==> src/rtl/d5m_emu_pkg.sv <==
// Shared definitions for the D5M stream emulator: FSM states, pattern codes,
// and the noise-LFSR constants used when D5M_EMU_LFSR_NOISE_EN is defined.
package d5m_emu_pkg;

  typedef enum logic [2:0] {
    S_IDLE   = 3'd0,
    S_LEAD   = 3'd1,
    S_ACTIVE = 3'd2,
    S_HBLANK = 3'd3,
    S_TRAIL  = 3'd4,
    S_VBLANK = 3'd5
  } state_t;

  localparam logic [1:0] PAT_RAMP  = 2'b00;
  localparam logic [1:0] PAT_BARS  = 2'b01;
  localparam logic [1:0] PAT_CHECK = 2'b10;
  localparam logic [1:0] PAT_CONST = 2'b11;

  // x^16 + x^14 + x^13 + x^11 + 1 -> state bits 15, 13, 12, 10
  localparam logic [15:0] LFSR_SEED = 16'hACE1;
  localparam logic [15:0] LFSR_TAPS = 16'hB400;

  function automatic logic [15:0] lfsr_step(input logic [15:0] s);
    return {s[14:0], ^(s & LFSR_TAPS)};
  endfunction

endpackage

==> src/rtl/d5m_pattern_gen.sv <==
// Combinational test-pattern pixel generator: pixel value for (x, y) of
// frame f under the selected pattern. No state; the top registers the result.
module d5m_pattern_gen
  import d5m_emu_pkg::*;
#(
  parameter int unsigned H_ACTIVE = 1280
) (
  input  logic [11:0] x,
  input  logic [11:0] y,
  input  logic [11:0] frame_lsb,
  input  logic [1:0]  pattern,
  input  logic [11:0] const_val,
  output logic [11:0] pixel
);

  localparam int unsigned BAR_W = H_ACTIVE / 8;

  logic [2:0] colour;
  logic       site_on;

  // Bar colour (R,G,B = bits 2,1,0) and whether this Bayer site's colour is lit
  always_comb begin
    colour  = 3'(12'd7 - (x / 12'(BAR_W)));
    site_on = 1'b0;
    unique case ({y[0], x[0]})
      2'b00, 2'b11: site_on = colour[1];
      2'b01:        site_on = colour[2];
      2'b10:        site_on = colour[0];
      default:      site_on = 1'b0;
    endcase
  end

  // Pattern select
  always_comb begin
    pixel = '0;
    unique case (pattern)
      PAT_RAMP:  pixel = x + y + frame_lsb;
      PAT_BARS:  pixel = site_on ? '1 : '0;
      PAT_CHECK: pixel = (x[4] ^ y[4]) ? '1 : '0;
      PAT_CONST: pixel = const_val;
      default:   pixel = '0;
    endcase
  end

endmodule

==> src/rtl/d5m_stream_emulator.sv <==
// Synthetic D5M sensor source: FVAL/LVAL/12-bit Bayer stream from an internal
// pattern generator. Optional feature macro: D5M_EMU_LFSR_NOISE_EN (XORs a
// 16-bit LFSR's low nibble into oD[3:0] of every active pixel).
module d5m_stream_emulator
  import d5m_emu_pkg::*;
#(
  parameter int unsigned H_ACTIVE = 1280,
  parameter int unsigned H_BLANK  = 64,
  parameter int unsigned V_ACTIVE = 960,
  parameter int unsigned FV_LEAD  = 16,
  parameter int unsigned FV_TRAIL = 16,
  parameter int unsigned V_BLANK  = 1024
) (
  input  logic        iCLK,
  input  logic        iRST,
  input  logic        iEN,
  input  logic [1:0]  iPATTERN,
  input  logic [11:0] iCONST,
  output logic [11:0] oD,
  output logic        oFVAL,
  output logic        oLVAL,
  output logic [15:0] oFRAME_CNT,
  output logic        oBUSY
);

  localparam logic [11:0] X_LAST     = 12'(H_ACTIVE - 1);
  localparam logic [11:0] Y_LAST     = 12'(V_ACTIVE - 1);
  localparam logic [15:0] LEAD_LAST  = 16'(FV_LEAD - 1);
  localparam logic [15:0] HB_LAST    = 16'(H_BLANK - 1);
  localparam logic [15:0] TRAIL_LAST = 16'(FV_TRAIL - 1);
  localparam logic [15:0] VB_LAST    = 16'(V_BLANK - 1);

  state_t      state, state_nx;
  logic [11:0] x, x_nx;
  logic [11:0] y, y_nx;
  logic [15:0] phase, phase_nx;
  logic        frame_done;
  logic [1:0]  pat_q;
  logic [11:0] const_q;
  logic [11:0] pix;
  logic [11:0] pix_out;

  // Next-state and next-coordinate logic. The output registers are loaded
  // from these next values so that state, FVAL, LVAL and pixel data all
  // change on the same edge with zero relative latency.
  always_comb begin
    state_nx   = state;
    x_nx       = x;
    y_nx       = y;
    phase_nx   = phase + 16'd1;
    frame_done = 1'b0;
    unique case (state)
      S_IDLE: begin
        phase_nx = '0;
        if (iEN) state_nx = S_LEAD;
      end
      S_LEAD: begin
        if (phase == LEAD_LAST) begin
          state_nx = S_ACTIVE;
          phase_nx = '0;
          x_nx     = '0;
          y_nx     = '0;
        end
      end
      S_ACTIVE: begin
        phase_nx = '0;
        if (x == X_LAST) state_nx = (y == Y_LAST) ? S_TRAIL : S_HBLANK;
        else             x_nx     = x + 12'd1;
      end
      S_HBLANK: begin
        if (phase == HB_LAST) begin
          state_nx = S_ACTIVE;
          phase_nx = '0;
          x_nx     = '0;
          y_nx     = y + 12'd1;
        end
      end
      S_TRAIL: begin
        if (phase == TRAIL_LAST) begin
          state_nx   = S_VBLANK;
          phase_nx   = '0;
          frame_done = 1'b1;
        end
      end
      S_VBLANK: begin
        if (phase == VB_LAST) begin
          state_nx = iEN ? S_LEAD : S_IDLE;
          phase_nx = '0;
        end
      end
      default: begin
        state_nx = S_IDLE;
        phase_nx = '0;
      end
    endcase
  end

  d5m_pattern_gen #(
    .H_ACTIVE (H_ACTIVE)
  ) u_pattern_gen (
    .x         (x_nx),
    .y         (y_nx),
    .frame_lsb (oFRAME_CNT[11:0]),
    .pattern   (pat_q),
    .const_val (const_q),
    .pixel     (pix)
  );

`ifdef D5M_EMU_LFSR_NOISE_EN
  logic [15:0] lfsr;

  // Noise LFSR, stepped once for every pixel placed on the bus
  always_ff @(posedge iCLK or posedge iRST) begin
    if (iRST)                       lfsr <= LFSR_SEED;
    else if (state_nx == S_ACTIVE)  lfsr <= lfsr_step(lfsr);
  end

  assign pix_out = pix ^ {8'h00, lfsr[3:0]};
`else
  assign pix_out = pix;
`endif

  // Timing state, counters, latched frame settings and registered outputs
  always_ff @(posedge iCLK or posedge iRST) begin
    if (iRST) begin
      state      <= S_IDLE;
      x          <= '0;
      y          <= '0;
      phase      <= '0;
      pat_q      <= PAT_RAMP;
      const_q    <= '0;
      oD         <= '0;
      oFVAL      <= 1'b0;
      oLVAL      <= 1'b0;
      oFRAME_CNT <= '0;
    end else begin
      state <= state_nx;
      x     <= x_nx;
      y     <= y_nx;
      phase <= phase_nx;
      if (state_nx == S_LEAD && state != S_LEAD) begin
        pat_q   <= iPATTERN;
        const_q <= iCONST;
      end
      oFVAL <= (state_nx == S_LEAD)   || (state_nx == S_ACTIVE) ||
               (state_nx == S_HBLANK) || (state_nx == S_TRAIL);
      oLVAL <= (state_nx == S_ACTIVE);
      oD    <= (state_nx == S_ACTIVE) ? pix_out : '0;
      if (frame_done) oFRAME_CNT <= oFRAME_CNT + 16'd1;
    end
  end

  assign oBUSY = (state != S_IDLE);

endmodule

==> config.mk <==
export PLATFORM = sky130hd
export DESIGN_NAME = d5m_stream_emulator
export DESIGN_NICKNAME = d
export VERILOG_FILES = /design/src/rtl/d5m_emu_pkg.sv /design/src/rtl/d5m_pattern_gen.sv /design/src/rtl/d5m_stream_emulator.sv
export SDC_FILE = /design/constraint.sdc
export NUM_CORES = 1
export LEC_CHECK = 0
export ABC_AREA = 1
export CORE_ASPECT_RATIO = 0.7
export CORE_MARGIN = 2
export CORE_UTILIZATION = 40
export DETAILED_ROUTE_END_ITERATION = 6
export PLACE_DENSITY = 0.71
export SKIP_CTS_REPAIR_TIMING = 1
export SYNTH_ARGS = -nofsm -noshare
export SYNTH_HDL_FRONTEND = slang
export SYNTH_SLANG_ARGS = --single-unit
==> constraint.sdc <==
create_clock -name iCLK -period 5.15 [get_ports iCLK]
set_input_delay 0.7725 -clock iCLK [delete_from_list [all_inputs] [get_ports iCLK]]
set_output_delay 0.7725 -clock iCLK [all_outputs]
set_load 0.01 [all_outputs]
==> flow_summary.yaml, run 1 <==
outcome:
  status: "completed"
cts:
  numClockSinks: 87
  clockRootBuffer: "clkbuf_16"
  cts.htree.levels: 3
  numCtsBuffers: 9
  insertion_delay_ns: 0.35
  clk_path_buf_depth: 2
  tritoncts: "yes"
  cts.clk_slew.worst_paths_ns: 0.06
timing:
  fin_crit_ns: 4.57
  rsz0062_at_grt: "false"
  finalSetupViolCount: 0
  period_share_pct: 88.7
  fin_setup_tns_ns: 0
  max_freq_mhz: 219
  drv_slew: 0
  worst_pin_slew_ns: 0.951
  max_slew_margin_pct: 36.3
  holdWs_ns: 0.463
  hold_viol: 0
  skew_ns: 0.00849
critical_path:
  critPathMaxFanout: 6
  critical_path_arrival_ns: 4.85
  critical_path_class: "register to register"
  required_ns: 5.44
  worst-r2r-cell-count: 25
  start_kind: "register"
  endpoint_kind: "register"
global_route:
  use_met2_pct: 24.8
  track_usage_pct: 18.4
  grt-ovfl-total: 0
  grt_pass1_vias: 4453
  antenna_found_initial: 0
  grt_pass1_wl_mm: 22.5
  grt_busiest_layer: "met1"
  grtUsageMet3_pct: 4.65
  grt_max_degree: 55
  use_met1_pct: 29.0
die:
  die_y_microns: 104
  dieArea_sq_mm: 0.0153
  ios: 48
  start_util_pct: 41.1
  core_sq_mm: 0.0139
  rows: 36
  die_x_microns: 147
pwr:
  pwr-share-comb_pct: 1.8
  swShare_pct: 19.5
  p_int_mw: 1.14
  vdd_ir_drop_max_mv: 0.161
  share_seq_of_total_power_pct: 48.2
  power_density_mw_per_mm2: 211
  netSwitchingPower_mw: 0.277
  p_leak_nw: 3.25
  clock_power_share_pct: 49.9
place:
  port_buffers: 47
  placed_cells: 925
  gp_congestion: 0.867
  place_hpwl_mm: 10.2
synthesis:
  synth_area_leaders: "dfrtp_1 38%, inv_1 8.1%, nand2_1 7.2%"
  seq_area_frac_synth_pct: 38.1
  yosys.area.top_type: "dfrtp_1"
  synthArstFlopShare_pct: 100
  ys_ff_latch: 87
  synth_area_sq_mm: 0.00572
  yosysMostFrequentCell: "inv_1"
  synth_cells: 693
  synth_top_area_share_pct: 38.1
  synth_nets: 738
  postSynthAreaPerCell_sq_um: 8.25
  synthTopCellsByCount: "123 x inv_1, 110 x nand2_1, 87 x dfrtp_1, 60 x nor2_1, 53 x nand3_1"
  synth_edf_count: 0
  synth.distinct_cells: 46
  synth_flop_cell: "dfrtp_1"
  yosys_warnings: 0
routing:
  routedWlPerCell_microns: 14.0
  drc: 0
  drtPass1Iterations: 5
  viasPerCell: 4.95
  vias: 4647
  ant_nets: 0
  wirelength_mm: 13.2
  drtIter0Drc: 343
final_layout:
  finalNonFillerCells: 939
  area_growth_pct: 17.7
  drive_gt1_share_pct: 12.4
  fillCellCount: 1339
  fin_nets: 791
  diodes: 0
worst_hold_path:
  holdPathStages: 1
  min_path_type: "register to register"
flow_run:
  drv_cap: 0
[sequential cells by signal, summed over array words and instances (netlist names)]
register	count
oFRAME_CNT	16
phase	16
const_q	12
oD	12
x	12
y	12
state	3
pat_q	2
oFVAL	1
oLVAL	1
[final timing paths]
| path | startpoint | slack [ns] | end |
|---|---|---|---|
| max | phase[0]$_DFF_PP0_ | 0.58 | oD[10]$_DFF_PP0_ |
| min | phase[0]$_DFF_PP0_ | 0.46 | phase[0]$_DFF_PP0_ |
| max reg2reg | phase[0]$_DFF_PP0_ | 0.58 | oD[10]$_DFF_PP0_ |
| min reg2reg | phase[0]$_DFF_PP0_ | 0.46 | phase[0]$_DFF_PP0_ |
| max in group asynchronous | iRST | 3.23 | oD[0]$_DFF_PP0_ |
| min in group asynchronous | iRST | 0.94 | phase[9]$_DFF_PP0_ |
[power groups by stage]
stage	combinational (mW)	clock [mW]	sequential, mW
2_1_floorplan	0.0101	0	0.696
3_3_place_gp	0.0276	0	0.696
3_5_place_dp	0.0279	0	0.696
4_1_cts	0.0279	0.724	0.683
5_1_grt	0.0302	0.749	0.683
6_report	0.0261	0.708	0.684
[cell type report]
type	count	area (sq um)	share of cell area, %
Multi-Input combinational cell	465	2990	44.5
Sequential cell	87	2180	32.4
Timing Repair Buffer	51	500	7.44
Inverter	132	497	7.39
Clock buffer	11	253	3.76
Tap cell	190	238	3.53
Clock inverter	3	67.6	1.00
[cell families after synthesis]
logic type | share of synthesized area, %
simple gates | 25.2
buf+inv | 9.59
compound gates | 11.3
flops | 38.1
xor+xnor | 5.82
fa+ha+maj | 7.71
mux | 2.36
[routing by layer]
metal | up-vias | part of all wire [%] | routed length (microns)
met2 | 113 | 40 | 5280
met4 | 0 | 1.0 | 136
met5 | - | 0 | 0
li1 | 2323 | - | -
met1 | 2197 | 53 | 6980
met3 | 14 | 5.9 | 772
[per-stage QoR]
| stage | power [mW] | utilization (%) | setup WS, ns | instance area [sq um] |
|---|---|---|---|---|
| global placement | 0.724 | 46.0 | 0.624 | 6400 |
| finish | 1.42 | 48.3 | 0.583 | 6730 |
| floorplan | 0.706 | - | 1.08 | 5720 |
| global route | 1.46 | 48.3 | 0.0433 | 6730 |
| CTS | 1.43 | 48.3 | 0.456 | 6720 |
| detailed placement | 0.724 | 46.0 | 0.492 | 6400 |
[critical path, cell delays in order (launching register included)]
cell      delay (ns)
dfrtp_1         0.37
ha_1            0.24
nand3_4         0.13
nor3_4          0.24
nand2_4         0.12
nor2_1          0.21
inv_1           0.10
o311ai_0        0.36
o21ai_0         0.22
fa_1            0.49
ha_1            0.34
inv_1           0.07
o21bai_1        0.22
a21oi_1         0.10
o21ai_0         0.27
nand2_1         0.08
nand2_1         0.06
a21oi_1         0.09
nor2_1          0.12
o21ai_0         0.09
nand2_1         0.08
xor2_1          0.20
nand2_1         0.07
nand3_1         0.10
nand2_1         0.07
inv_1           0.07
[placed cells by master, fill, tap and decap left out, types with 9 or more instances in the layout]
cell | synthesis | layout
a21oi_1 | 25 | 25
a21oi_4 | 10 | 10
clkbuf_16 | 0 | 9
clkdlybuf4s50_1 | 0 | 47
dfrtp_1 | 87 | 87
fa_1 | 12 | 12
ha_1 | 16 | 16
inv_1 | 123 | 122
inv_2 | 9 | 9
mux2_2 | 12 | 12
nand2_1 | 110 | 110
nand2_2 | 17 | 17
nand3_1 | 53 | 53
nand4_1 | 17 | 17
nor2_1 | 60 | 59
nor3_1 | 11 | 11
o21ai_0 | 33 | 33
xor2_1 | 31 | 31
Power figures use the tool's default switching activity.
==> run 2, diff against run 1 <==
- DONT_BUFFER_PORTS: unset -> 1
- PLACE_DENSITY: 0.71 -> 0.66
==> flow_summary.yaml, run 2 (same netlist as run 1, synthesis figures left out) <==
outcome:
  status: "completed"
place:
  dp_slack_ns: 0.484
  port_buffers: 0
  placed_cells: 880
  gp_congestion: 0.926
  place_hpwl_mm: 10.2
cts:
  numCtsBuffers: 9
  clockRootBuffer: "clkbuf_16"
  tritoncts: "yes"
  insertion_delay_ns: 0.35
  numClockSinks: 87
  clk_path_buf_depth: 2
  cts.clk_slew.worst_paths_ns: 0.07
  cts.htree.levels: 3
timing:
  finalSetupViolCount: 0
  fin_crit_ns: 4.63
  period_share_pct: 90.0
  rsz0062_at_grt: "false"
  skew_ns: 0.0122
  max_slew_margin_pct: 31.5
  drv_slew: 0
  worst_pin_slew_ns: 1.02
  fin_setup_tns_ns: 0
  max_freq_mhz: 216
  timing.final.ws_setup_ns: 0.517
  hold_viol: 0
pwr:
  clock_power_share_pct: 48.7
  p_leak_nw: 3.08
  swShare_pct: 21.0
  power_density_mw_per_mm2: 218
  p_int_mw: 1.07
  netSwitchingPower_mw: 0.286
  total_power_mw: 1.36
  share_seq_of_total_power_pct: 50.3
  pwr-share-comb_pct: 1.0
  vdd_ir_drop_max_mv: 0.153
critical_path:
  worst-r2r-cell-count: 27
  critPathLaunch: "phase[0]$_DFF_PP0_"
  required_ns: 5.43
  cpMostUsedCell: "a21oi_1"
  cp.depth: 27
  cp.buffers_inverters: 5
  critical_path_arrival_ns: 4.91
  worstReg2RegEnd: "oD[11]$_DFF_PP0_"
  r2r_slack_ns: 0.52
  critPathMaxFanout: 8
  cp_slowest_cell: "fa_1"
  critPathTopFamily: "compound AO/OA/AOI/OAI gates"
  crit_path_max_incr_delay_ns: 0.50
  start_kind: "register"
  critical_path_class: "register to register"
  endpoint_kind: "register"
  r2r_start: "phase[0]$_DFF_PP0_"
  critPathCapture: "oD[11]$_DFF_PP0_"
final_layout:
  seqCellArea_sq_mm: 0.00218
  layout_common_cells: "122 x inv_1, 110 x nand2_1, 87 x dfrtp_1"
  final_common_cell: "inv_1"
  diodes: 0
  multi_input_area_sq_mm: 0.00299
  fillCellCount: 1365
  finalNonFillerCells: 895
  drive_gt1_share_pct: 13.3
  area_growth_pct: 9.28
  fin_nets: 746
  reg_top3: "oFRAME_CNT: 16 flops, phase: 16 flops"
routing:
  wl_met1_mm: 6.94
  wl_met2_mm: 4.95
  highest_layer: "met5"
  wirelength_mm: 12.9
  ant_nets: 0
  vias: 4479
  drtPass1Iterations: 5
  met3WireLength_microns: 871
  drc: 0
  viasPerCell: 5.00
  drtIter0Drc: 396
  routedWlPerCell_microns: 14.5
die:
  core_sq_mm: 0.0139
  die_y_microns: 104
  rows: 36
  start_util_pct: 41.1
  die_x_microns: 147
  ios: 48
  dieArea_sq_mm: 0.0153
flow_run:
  drv_cap: 0
global_route:
  antenna_found_initial: 1
  grt_pass1_vias: 4188
  grt_max_degree: 57
  grt_pass1_wl_mm: 21.7
  grt-ovfl-total: 0
  track_usage_pct: 18.0
worst_hold_path:
  min_path_type: "primary input to asynchronous set/reset pin"
## run 2: changes by cell type in the layout (fill, tap and decap cells not counted), sizes merged
| cell | previous run | this run |
|---|---|---|
| bufinv | 2 | 1 |
| inv | 131 | 133 |
| clkdlybuf4s50 | 47 | 0 |
| buf | 4 | 6 |
## run 2: metrics by stage
stage | util (%) | hold slack [ns] | instance area (sq um)
3_5_place_dp | 42.7 | 0.457 | 5950
6_report | 44.9 | 0.285 | 6250
2_1_floorplan | - | 0.433 | 5720
3_3_place_gp | 42.7 | 0.448 | 5950
5_1_grt | 44.9 | 0.305 | 6250
4_1_cts | 44.9 | 0.297 | 6250
## run 2: power by group through the flow
stage / Combinational, mW / Sequential [mW] / Clock, mW
3_3_place_gp: 0.0150 / 0.696 / 0
6_report: 0.0136 / 0.683 / 0.662
3_5_place_dp: 0.0149 / 0.696 / 0
2_1_floorplan: 0.0101 / 0.696 / 0
5_1_grt: 0.0167 / 0.683 / 0.709
4_1_cts: 0.0149 / 0.683 / 0.677
## run 2: worst min path at each step
| stage | endpoint |
|---|---|
| 2_1_floorplan | phase[0]$_DFF_PP0_ |
| 3_3_place_gp | phase[0]$_DFF_PP0_ |
| 3_5_place_dp | phase[0]$_DFF_PP0_ |
| 4_1_cts | oFRAME_CNT[14]$_DFFE_PP0P_ |
| 5_1_grt | oFRAME_CNT[13]$_DFFE_PP0P_ |
| 6_report | oFRAME_CNT[13]$_DFFE_PP0P_ |
## run 2: cell type report
cell class	instances	area share, %
multi-input combinational	465	47.9
sequential	87	34.9
inverter	132	7.97
clock buffer	11	3.89
tap	190	3.81
clock inverter	4	0.881
timing repair buffer	6	0.721
## run 2: layer usage
metal	vias up	GRT usage [%]
met1	2118	28.4
li1	2227	-
met3	18	5.44
met2	114	23.4
met5	-	0
met4	2	4.72
==> run 3, diff against run 2 <==
--- a/config.mk
+++ b/config.mk
@@ -9,8 +9,8 @@
 export CORE_ASPECT_RATIO = 0.7
 export CORE_MARGIN = 2
-export CORE_UTILIZATION = 40
+export CORE_UTILIZATION = 39
 export DETAILED_ROUTE_END_ITERATION = 6
 export DONT_BUFFER_PORTS = 1
-export PLACE_DENSITY = 0.66
+export PLACE_DENSITY = 0.65
 export SKIP_CTS_REPAIR_TIMING = 1
 export SYNTH_ARGS = -nofsm -noshare
==> constraint.sdc (replaced) <==
create_clock -name iCLK -period 5.15 [get_ports iCLK]
set_input_delay 0.7725 -clock iCLK [delete_from_list [all_inputs] [get_ports iCLK]]
set_output_delay 0.7725 -clock iCLK [all_outputs]
set_load 0.05 [all_outputs]
==> flow_summary.yaml, run 3 (same netlist as run 1, synthesis figures left out) <==
critical_path:
  worstReg2RegEnd: "oD[11]$_DFF_PP0_"
  critical_path_class: "register to register"
  endpoint_kind: "register"
  r2r_start: "phase[0]$_DFF_PP0_"
  r2r_slack_ns: 0.55
  critPathMaxFanout: 6
  critical_path_arrival_ns: 4.87
  required_ns: 5.42
  worst-r2r-cell-count: 27
  start_kind: "register"
place:
  place_hpwl_mm: 10.5
  dpl_cell_area_sq_mm: 0.00596
  placed_cells: 881
  port_buffers: 0
  gp_congestion: 0.919
  dp_slack_ns: 0.424
die:
  die_y_microns: 105
  dieArea_sq_mm: 0.0157
  rows: 36
  ios: 48
  start_util_pct: 40.5
  core_sq_mm: 0.0141
  die_x_microns: 149
final_layout:
  area_growth_pct: 9.76
  diodes: 0
  reg_top3: "oFRAME_CNT: 16 flops, phase: 16 flops"
  fin_nets: 747
  final_common_cell: "inv_1"
  drive_gt1_share_pct: 14.0
  finalNonFillerCells: 897
  layout_common_cells: "122 x inv_1, 110 x nand2_1, 87 x dfrtp_1"
  final_area_sq_mm: 0.00627
routing:
  viasPerCell: 4.98
  ant_nets: 0
  drtPass1Iterations: 7
  vias: 4467
  drtIter0Drc: 381
  drc: 0
  wirelength_mm: 13.3
  routedWlPerCell_microns: 14.8
pwr:
  p_leak_nw: 3.10
  netSwitchingPower_mw: 0.311
  share_seq_of_total_power_pct: 49.1
  vdd_ir_drop_max_mv: 0.164
  clock_power_share_pct: 50.0
  p_int_mw: 1.08
  pwr-share-comb_pct: 1.0
  total_power_mw: 1.39
  power_density_mw_per_mm2: 222
  swShare_pct: 22.3
timing:
  skew_ns: 0.00891
  worst_pin_slew_ns: 1.01
  timing.final.ws_setup_ns: 0.549
  max_slew_margin_pct: 32.2
  holdWs_ns: 0.287
  finalSetupViolCount: 0
  hold_viol: 0
  max_freq_mhz: 217
  fin_crit_ns: 4.60
  period_share_pct: 89.3
  drv_slew: 0
cts:
  cts.htree.levels: 3
  cts.clk_slew.worst_paths_ns: 0.07
  clockRootBuffer: "clkbuf_16"
  numCtsBuffers: 9
  insertion_delay_ns: 0.35
  tritoncts: "yes"
  clk_path_buf_depth: 2
  numClockSinks: 87
global_route:
  grt-ovfl-total: 0
  track_usage_pct: 18.7
  grt_busiest_layer: "met1"
  use_met1_pct: 28.8
  use_met2_pct: 24.5
  grtUsageMet3_pct: 6.36
  grt_pass1_wl_mm: 22.9
  grt_pass1_vias: 4421
  grt_max_degree: 57
  antenna_found_initial: 0
flow_run:
  drv_cap: 0
outcome:
  status: "completed"
worst_hold_path:
  min_path_type: "primary input to asynchronous set/reset pin"
## run 3: cell count changes in the layout (fill, tap and decap cells not counted)
| cell | delta |
|---|---|
| clkinv_4 | -1 |
| clkbuf_1 | -1 |
| clkinv_2 | +1 |
| a21oi_1 | -1 |
| clkinvlp_4 | -1 |
| inv_6 | +2 |
| inv_8 | +1 |
| a21oi_2 | +1 |
| nor2_1 | -1 |
| buf_4 | +1 |
| nor2_2 | +1 |
## run 3: power groups by stage
stage                     registers, mW  logic (mW)  clock network (mW)
final                             0.683      0.0139               0.695
after global routing              0.682      0.0171               0.738
after CTS                         0.683      0.0153               0.712
after detailed placement          0.696      0.0154                   0
after global placement            0.696      0.0153                   0
after floorplan                   0.696      0.0101                   0
## run 3: final cells by class
type                    count  area, sq um
well taps                 190          238
inverters                 132          498
clock inverters             6         72.6
multi-input cells         465         3000
flip-flops and latches     87         2180
clock buffers              10          239
fillers                  1391         7830
repair buffers              7         52.6
## run 3: worst max path at each step
stage                       start          endpoint  depth (start not counted)
6_report       phase[0]$_DFF_PP0_  oD[11]$_DFF_PP0_                         27
5_1_grt        phase[1]$_DFF_PP0_  oD[11]$_DFF_PP0_                         27
4_1_cts        phase[0]$_DFF_PP0_  oD[11]$_DFF_PP0_                         27
3_5_place_dp   phase[0]$_DFF_PP0_  oD[11]$_DFF_PP0_                         27
3_3_place_gp   phase[0]$_DFF_PP0_  oD[11]$_DFF_PP0_                         27
2_1_floorplan  phase[0]$_DFF_PP0_  oD[11]$_DFF_PP0_                         25
## run 3: critical path: stages (launching register included)
cell	delay (ns)
dfrtp_1	0.39
ha_1	0.25
nand3_4	0.11
nor2_1	0.06
nand3_1	0.16
nand2_2	0.13
inv_1	0.14
nor2_2	0.09
buf_4	0.18
o21ai_1	0.26
inv_1	0.11
fa_1	0.49
inv_1	0.04
ha_1	0.33
a21oi_1	0.21
o221ai_1	0.16
a21oi_2	0.20
inv_1	0.06
a21oi_1	0.12
o21bai_1	0.11
nand2_1	0.07
nand2_1	0.05
a21oi_1	0.18
xor2_1	0.22
a21oi_1	0.09
o21ai_0	0.09
nand2_1	0.06
a21oi_1	0.15
## run 3: layer usage
metal  vias to the layer above  share of wire [%]
met5                         -                  0
met4                         0                1.9
met3                        19                7.8
met2                       129                 37
met1                      2086                 54
li1                       2233                  -
## run 3: per-stage QoR
step | TNS (ns) | util (%)
finish | 0 | 44.5
global route | -0.0138 | 44.5
CTS | 0 | 44.5
detailed placement | 0 | 42.2
global placement | 0 | 42.2
floorplan | 0 | -
